[src/rtl/sequencer_pkg.sv]
// Shared types and helpers for the power-good conditioning stage.
//   t_pg_states     : per-rail debounce FSM states.
//   pg_params_legal : elaboration-time parameter sanity check.
package sequencer_pkg;

  typedef enum logic [1:0] {
    ST_PG_LOW,
    ST_PG_RISE,
    ST_PG_HIGH,
    ST_PG_FALL
  } t_pg_states;

  // True when the synchroniser depth and both debounce thresholds fit the counter.
  function automatic bit pg_params_legal(input int unsigned sync_stages,
                                         input int unsigned debounce_rise,
                                         input int unsigned debounce_fall,
                                         input int unsigned cntr_size);
    int unsigned cnt_max;
    if (cntr_size < 1 || cntr_size > 31) return 1'b0;
    cnt_max = (32'd1 << cntr_size) - 32'd1;
    return (sync_stages >= 2) && (sync_stages <= 4) &&
           (debounce_rise >= 1) && (debounce_rise <= cnt_max) &&
           (debounce_fall >= 1) && (debounce_fall <= cnt_max);
  endfunction

endpackage

[src/rtl/sequencer_pg_debounce.sv]
// One rail of the power-good filter: synchroniser, debounce FSM with counter,
// and the two sticky diagnostic flags.
//   clk_i, rst_ni : clock, asynchronous active-low reset
//   pg_raw_i      : raw power-good pin, asynchronous to clk_i
//   rail_ena_i    : rail enable from the rail's sequencer
//   flag_clr_i    : synchronous clear of both sticky flags
//   pg_o          : debounced power-good (registered)
//   glitch_o      : sticky, an edge failed qualification
//   unexp_o       : sticky, power-good qualified while rail disabled
module sequencer_pg_debounce
  import sequencer_pkg::*;
#(
  parameter int unsigned SYNC_STAGES   = 2,
  parameter int unsigned DEBOUNCE_RISE = 8,
  parameter int unsigned DEBOUNCE_FALL = 2,
  parameter int unsigned C_CNTRSIZE    = 4
) (
  input  logic clk_i,
  input  logic rst_ni,
  input  logic pg_raw_i,
  input  logic rail_ena_i,
  input  logic flag_clr_i,
  output logic pg_o,
  output logic glitch_o,
  output logic unexp_o
);

  localparam logic [C_CNTRSIZE-1:0] RiseLast = C_CNTRSIZE'(DEBOUNCE_RISE - 1);
  localparam logic [C_CNTRSIZE-1:0] FallLast = C_CNTRSIZE'(DEBOUNCE_FALL - 1);
  localparam logic [C_CNTRSIZE-1:0] CntOne   = {{(C_CNTRSIZE-1){1'b0}}, 1'b1};

  logic [SYNC_STAGES-1:0] sync_q;
  logic                   pg_sync;

  t_pg_states            state_q;
  logic [C_CNTRSIZE-1:0] cnt_q;
  logic                  pg_q;
  logic                  glitch_q;
  logic                  unexp_q;

  logic                  qualify;
  logic                  glitch_set;
  logic                  unexp_set;

  always_ff @(posedge clk_i or negedge rst_ni) begin
    if (!rst_ni) begin
      sync_q <= '0;
    end else begin
      sync_q <= {sync_q[SYNC_STAGES-2:0], pg_raw_i};
    end
  end

  assign pg_sync = sync_q[SYNC_STAGES-1];

  // Flag set conditions are decoded from the current state so that the
  // sticky update below can give set priority over clear.
  always_comb begin
    qualify    = 1'b0;
    glitch_set = 1'b0;
    unique case (state_q)
      ST_PG_LOW:  qualify = pg_sync && (DEBOUNCE_RISE == 1);
      ST_PG_RISE: begin
        qualify    = pg_sync && (cnt_q == RiseLast);
        glitch_set = !pg_sync;
      end
      ST_PG_HIGH: glitch_set = 1'b0;
      ST_PG_FALL: glitch_set = pg_sync;
      default:    glitch_set = 1'b0;
    endcase
    // Only a genuine low-to-high qualification counts; returning to high
    // from an aborted fall is not a new power-good event.
    unexp_set = qualify && !rail_ena_i;
  end

  always_ff @(posedge clk_i or negedge rst_ni) begin
    if (!rst_ni) begin
      state_q  <= ST_PG_LOW;
      cnt_q    <= '0;
      pg_q     <= 1'b0;
      glitch_q <= 1'b0;
      unexp_q  <= 1'b0;
    end else begin
      glitch_q <= glitch_set | (glitch_q & ~flag_clr_i);
      unexp_q  <= unexp_set | (unexp_q & ~flag_clr_i);
      unique case (state_q)
        ST_PG_LOW: begin
          cnt_q <= '0;
          if (pg_sync) begin
            if (DEBOUNCE_RISE == 1) begin
              state_q <= ST_PG_HIGH;
              pg_q    <= 1'b1;
            end else begin
              state_q <= ST_PG_RISE;
              cnt_q   <= CntOne;
            end
          end
        end
        ST_PG_RISE: begin
          if (!pg_sync) begin
            state_q <= ST_PG_LOW;
            cnt_q   <= '0;
          end else if (cnt_q == RiseLast) begin
            state_q <= ST_PG_HIGH;
            cnt_q   <= '0;
            pg_q    <= 1'b1;
          end else begin
            cnt_q <= cnt_q + CntOne;
          end
        end
        ST_PG_HIGH: begin
          cnt_q <= '0;
          if (!pg_sync) begin
            if (DEBOUNCE_FALL == 1) begin
              state_q <= ST_PG_LOW;
              pg_q    <= 1'b0;
            end else begin
              state_q <= ST_PG_FALL;
              cnt_q   <= CntOne;
            end
          end
        end
        ST_PG_FALL: begin
          if (pg_sync) begin
            state_q <= ST_PG_HIGH;
            cnt_q   <= '0;
          end else if (cnt_q == FallLast) begin
            state_q <= ST_PG_LOW;
            cnt_q   <= '0;
            pg_q    <= 1'b0;
          end else begin
            cnt_q <= cnt_q + CntOne;
          end
        end
        default: begin
          state_q <= ST_PG_LOW;
          cnt_q   <= '0;
          pg_q    <= 1'b0;
        end
      endcase
    end
  end

  assign pg_o     = pg_q;
  assign glitch_o = glitch_q;
  assign unexp_o  = unexp_q;

endmodule

[src/rtl/sequencer_pg_filter.sv]
// Power-good conditioning for NUM_RAILS regulators feeding the per-rail
// sequencers. Each raw pin is synchronised and debounced independently.
//   CLOCK, RESET_N  : clock, asynchronous active-low reset
//   PWRGD_RAW       : raw power-good pins (asynchronous)
//   RAIL_ENA        : rail enables from the sequencers
//   FLAG_CLR        : synchronous clear of all sticky flags
//   VRAIL_PWRGD     : debounced power-good per rail (registered)
//   GROUP_PWRGD_HI  : bit i = OR of VRAIL_PWRGD above rail i; top bit is 0
//   PG_GLITCH       : sticky, failed qualification per rail
//   UNEXP_PG        : sticky, qualified high while rail disabled
module sequencer_pg_filter
  import sequencer_pkg::*;
#(
  parameter int unsigned NUM_RAILS     = 4,
  parameter int unsigned SYNC_STAGES   = 2,
  parameter int unsigned DEBOUNCE_RISE = 8,
  parameter int unsigned DEBOUNCE_FALL = 2,
  parameter int unsigned C_CNTRSIZE    = 4
) (
  input  logic                 CLOCK,
  input  logic                 RESET_N,
  input  logic [NUM_RAILS-1:0] PWRGD_RAW,
  input  logic [NUM_RAILS-1:0] RAIL_ENA,
  input  logic                 FLAG_CLR,
  output logic [NUM_RAILS-1:0] VRAIL_PWRGD,
  output logic [NUM_RAILS-1:0] GROUP_PWRGD_HI,
  output logic [NUM_RAILS-1:0] PG_GLITCH,
  output logic [NUM_RAILS-1:0] UNEXP_PG
);

  if (!pg_params_legal(SYNC_STAGES, DEBOUNCE_RISE, DEBOUNCE_FALL, C_CNTRSIZE)) begin : g_bad_params
    $error("sequencer_pg_filter: illegal SYNC_STAGES/DEBOUNCE_*/C_CNTRSIZE combination");
  end

  for (genvar i = 0; i < NUM_RAILS; i++) begin : g_rail
    sequencer_pg_debounce #(
      .SYNC_STAGES  (SYNC_STAGES),
      .DEBOUNCE_RISE(DEBOUNCE_RISE),
      .DEBOUNCE_FALL(DEBOUNCE_FALL),
      .C_CNTRSIZE   (C_CNTRSIZE)
    ) u_debounce (
      .clk_i     (CLOCK),
      .rst_ni    (RESET_N),
      .pg_raw_i  (PWRGD_RAW[i]),
      .rail_ena_i(RAIL_ENA[i]),
      .flag_clr_i(FLAG_CLR),
      .pg_o      (VRAIL_PWRGD[i]),
      .glitch_o  (PG_GLITCH[i]),
      .unexp_o   (UNEXP_PG[i])
    );
  end

  // Tells rail i whether any later-sequenced rail is still up.
  for (genvar i = 0; i < NUM_RAILS; i++) begin : g_group
    if (i == NUM_RAILS - 1) begin : g_top
      assign GROUP_PWRGD_HI[i] = 1'b0;
    end else begin : g_or
      assign GROUP_PWRGD_HI[i] = |VRAIL_PWRGD[NUM_RAILS-1:i+1];
    end
  end

endmodule

[config.mk]
export PLATFORM = sky130hd
export DESIGN_NAME = sequencer_pg_filter
export DESIGN_NICKNAME = d
export VERILOG_FILES = /design/src/rtl/sequencer_pkg.sv /design/src/rtl/sequencer_pg_debounce.sv /design/src/rtl/sequencer_pg_filter.sv
export SDC_FILE = /design/constraint.sdc
export NUM_CORES = 1
export LEC_CHECK = 0
export ABC_AREA = 1
export BUFFER_PORTS_ARGS = -buffer_cell sky130_fd_sc_hd__buf_2
export CAP_MARGIN = 20
export CORE_MARGIN = 8
export CORE_UTILIZATION = 41
export DETAILED_ROUTE_END_ITERATION = 10
export MAX_ROUTING_LAYER = met4
export PLACE_DENSITY_LB_ADDON = 0.3
export SLEW_MARGIN = 20
export SYNTH_ARGS = -nofsm -noshare
export SYNTH_HDL_FRONTEND = slang
export SYNTH_HIERARCHICAL = 1
export SYNTH_SLANG_ARGS = --single-unit
[constraint.sdc]
create_clock -name CLOCK -period 1.3 [get_ports CLOCK]
set_clock_uncertainty 0.15 [all_clocks]
set_input_delay 0.065 -clock CLOCK [delete_from_list [all_inputs] [get_ports CLOCK]]
set_output_delay 0.065 -clock CLOCK [all_outputs]
set_load 0.03 [all_outputs]
==> results.md <==
* Fillcell total at between 500 and 600
* Clk buf depth at 2
* Kind of cell adding the most delay to the critical path: flip-flops
* Count of cell types in the netlist at 20
* Gr ovfl total at 0
* Most used cell, CP: nand2_2
* Commonest non-fill, non-tap cell in the layout: nand2_1
* Seq. cell area at approximately 1100 µm²
* Antenna viol nets, final at 0
* Unrepaired setup endpoints after global routing: true
* H-Tree Depth at 2
* Max-cap viol count at 0
* Final setup fails at 8
* Final Hold Violating Endpoints at 0
* CP Buf/Inv Count at 2
* Final slew viol count at 0
* CP Launch Type: flip-flop
* Drc violations at 0
* Detailed Place HPWL at between 3000 and 4000 µm
* Hold crit path type: primary input to async pin
* Insertion delay to the later sink of the worst-skew pair at a little under 0.3 ns
* Synth warn at 6
* WP data required at ~1.3 ns
* Max rail drop VDD at ~0.0011 V
* Initial antenna violation count at 0
* Area Growth Syn to Fin at 29.2%
* Failing checks: negative setup slack
* Die Width at 91.3 µm
* CTS Sinks at 44
* Layout net count at 366
* Final instance area at 3010 µm²
* Pleak at 1.50 nW
* Period utilization at 1.02
* Worst path slowest cell: dfrtp_1
* Total power at 5.15 mW
* Vias/cell at about 4.7
* R2R cell count at 7
* Sequential share of the synthesized area at 0.473
* Routed vias at approximately 2000
* Row cnt at 27
* Multi-input logic area at ~1200 µm²
* Reg-to-Reg End: g_rail[1].u_debounce/cnt_q[3]
* CTS clk-pin slew, worst paths at around 0.08 ns
* Worst path max stage delay at about 0.43 ns
* DR WL/cell at around 12 µm
* Placed cell areas at 2570 µm²
* Root Driver: clkbuf_8
* # port buffers at 25
* First-pass GRT wire length at a little over 8000 µm
* Gr usage total at 0.120
* Pwr/cell area at 1710 nW/µm²
* CP endpoint kind: flip-flop
* Initial DRC count at 44
* Starting density of the core at 0.423
* Fmax at ~750 MHz
* Reg-to-reg setup timing slack at -0.03 ns
* # diodes at 0
* Vias in the first global route at 1855
* Share of cells above drive strength 1 at 0.337
* Worst-path cell chain: inv_1 -> ha_2 -> nand2_2 -> nand2_2 -> inv_2 -> a21oi_2 -> nor2_1
* Flops & latches, synth at 44
* Setup Crit Path Kind: flip-flop to flip-flop
* Final core utilization at 0.546
* Min cycle time layout at 1.33 ns
* Largest driver fanout on the critical path at 3
* Maximum number of pins on one net before global-route repair at 23
* Critical Path AT at between 1 and 1.5 ns
* Mean post-synth cell area at 7.84 µm²
* Mapped cell area at between 2000 and 2500 µm²
* Num CTS Buffers at 5
* Commonest cells after routing, fill and taps aside: nand2_1 (66), inv_1 (42), dfrtp_1 (31)
* # IOs at 27
* Post-Syn Nets at about 320
* Core Area at 5510 µm²
* Die Y at 91.3 µm
* Synth Instances at ~300
* CTS tree: built
* Post-Route WL at about 5000 µm
* 1st-pass router iterations at 4
* Worst R2R Start: g_rail[1].u_debounce/cnt_q[1]
* RD Place Congestion at about 0.86
* Setup WS post-layout at -0.0268 ns
* Die area at ~8300 µm²
* Status: finished, violations left
-- where the power goes --
group	leakage [nW]	total, mW	switching, mW	internal [mW]
Combinational	0.914	2.24	1.33	0.910
Sequential	0.547	2.09	0.399	1.69
Clock	0.0410	0.812	0.446	0.366
-- routing by layer --
metal / track usage / share of wire / vias up
met5: - / 0 / -
met4: 0.0368 / 0.0097 / 0
met3: 0.0321 / 0.043 / 5
met2: 0.204 / 0.52 / 31
met1: 0.135 / 0.43 / 906
li1: - / - / 1021
-- Yosys cell counts (all sizes together) --
master	n	area share
conb	1	0.0016
buf	5	0.014
ha	8	0.043
xor2	5	0.019
o22ai	4	0.011
nand4	16	0.043
inv	54	0.087
o21ai	6	0.013
dfrtp	44	0.47
nand3	25	0.060
nor2	45	0.088
nand2	79	0.13
a21oi	5	0.014
-- worst max-delay path by stage --
stage,start,cells after the start,slack (ns),to
after floorplan,g_rail[0].u_debounce/cnt_q[0],6,0.04,flip-flop
after detailed placement,g_rail[0].u_debounce/cnt_q[0],6,-0.09,flip-flop
after CTS,g_rail[2].u_debounce/cnt_q[1],8,-0.02,g_rail[2].u_debounce/pg_o
final,g_rail[1].u_debounce/cnt_q[1],7,-0.03,g_rail[1].u_debounce/cnt_q[3]
after global placement,g_rail[1].u_debounce/cnt_q[0],6,-0.03,flip-flop
after global routing,g_rail[2].u_debounce/cnt_q[1],7,-0.1,g_rail[2].u_debounce/cnt_q[3]
-- kinds of logic after synthesis --
kind of cell / share of synthesized area
simple gates: 0.325
compound gates: 0.0376
fa+ha+maj: 0.0430
other cells: 0.00161
buf+inv: 0.101
flops: 0.473
xor+xnor: 0.0188
-- what timing repair did --
| item | in CTS | in global routing |
|---|---|---|
| gates resized for setup | 14 | 51 |
| endpoints found under the hold margin | 56 | 0 |
| endpoints found under the setup margin | 25 | 31 |
| setup buffers | 3 | 2 |
| hold buffers | 10 | 0 |
| pin swaps | 2 | 21 |
-- stage by stage --
step                      setup TNS, ns  hold WS [ns]  setup WS (ns)  std cells
after floorplan                       0        -0.381         0.0352        297
after global routing              -1.27         0.178        -0.0979        419
final                            -0.141         0.136        -0.0268        419
after detailed placement         -0.789       -0.0772        -0.0942        397
after global placement           -0.136       -0.0826        -0.0300        397
after CTS                       -0.0577         0.142        -0.0209        417
-- final cells by class --
class	instances	share of cell area
flip-flops and latches	44	0.372
well taps	72	0.0300
repair buffers	48	0.113
multi-input cells	194	0.392
clock inverters	1	0.00166
inverters	54	0.0674
clock buffers	6	0.0241
-- registers in the layout (all words and copies together) (netlist names), named ones only --
name                        count
g_rail.u_debounce/sync_q        8
g_rail.u_debounce/state_q       4
g_rail.u_debounce/pg_o          4
g_rail.u_debounce/unexp_o       4
g_rail.u_debounce/cnt_q        16
g_rail.u_debounce/glitch_o      4
-- worst reg2reg max path, stage by stage, from the launching register on --
cell     delay, ns
dfrtp_1       0.43
inv_1         0.08
ha_2          0.16
nand2_2       0.06
nand2_2       0.10
inv_2         0.05
a21oi_2       0.13
nor2_1        0.05
Note: power is estimated with default switching activity, not from simulation.
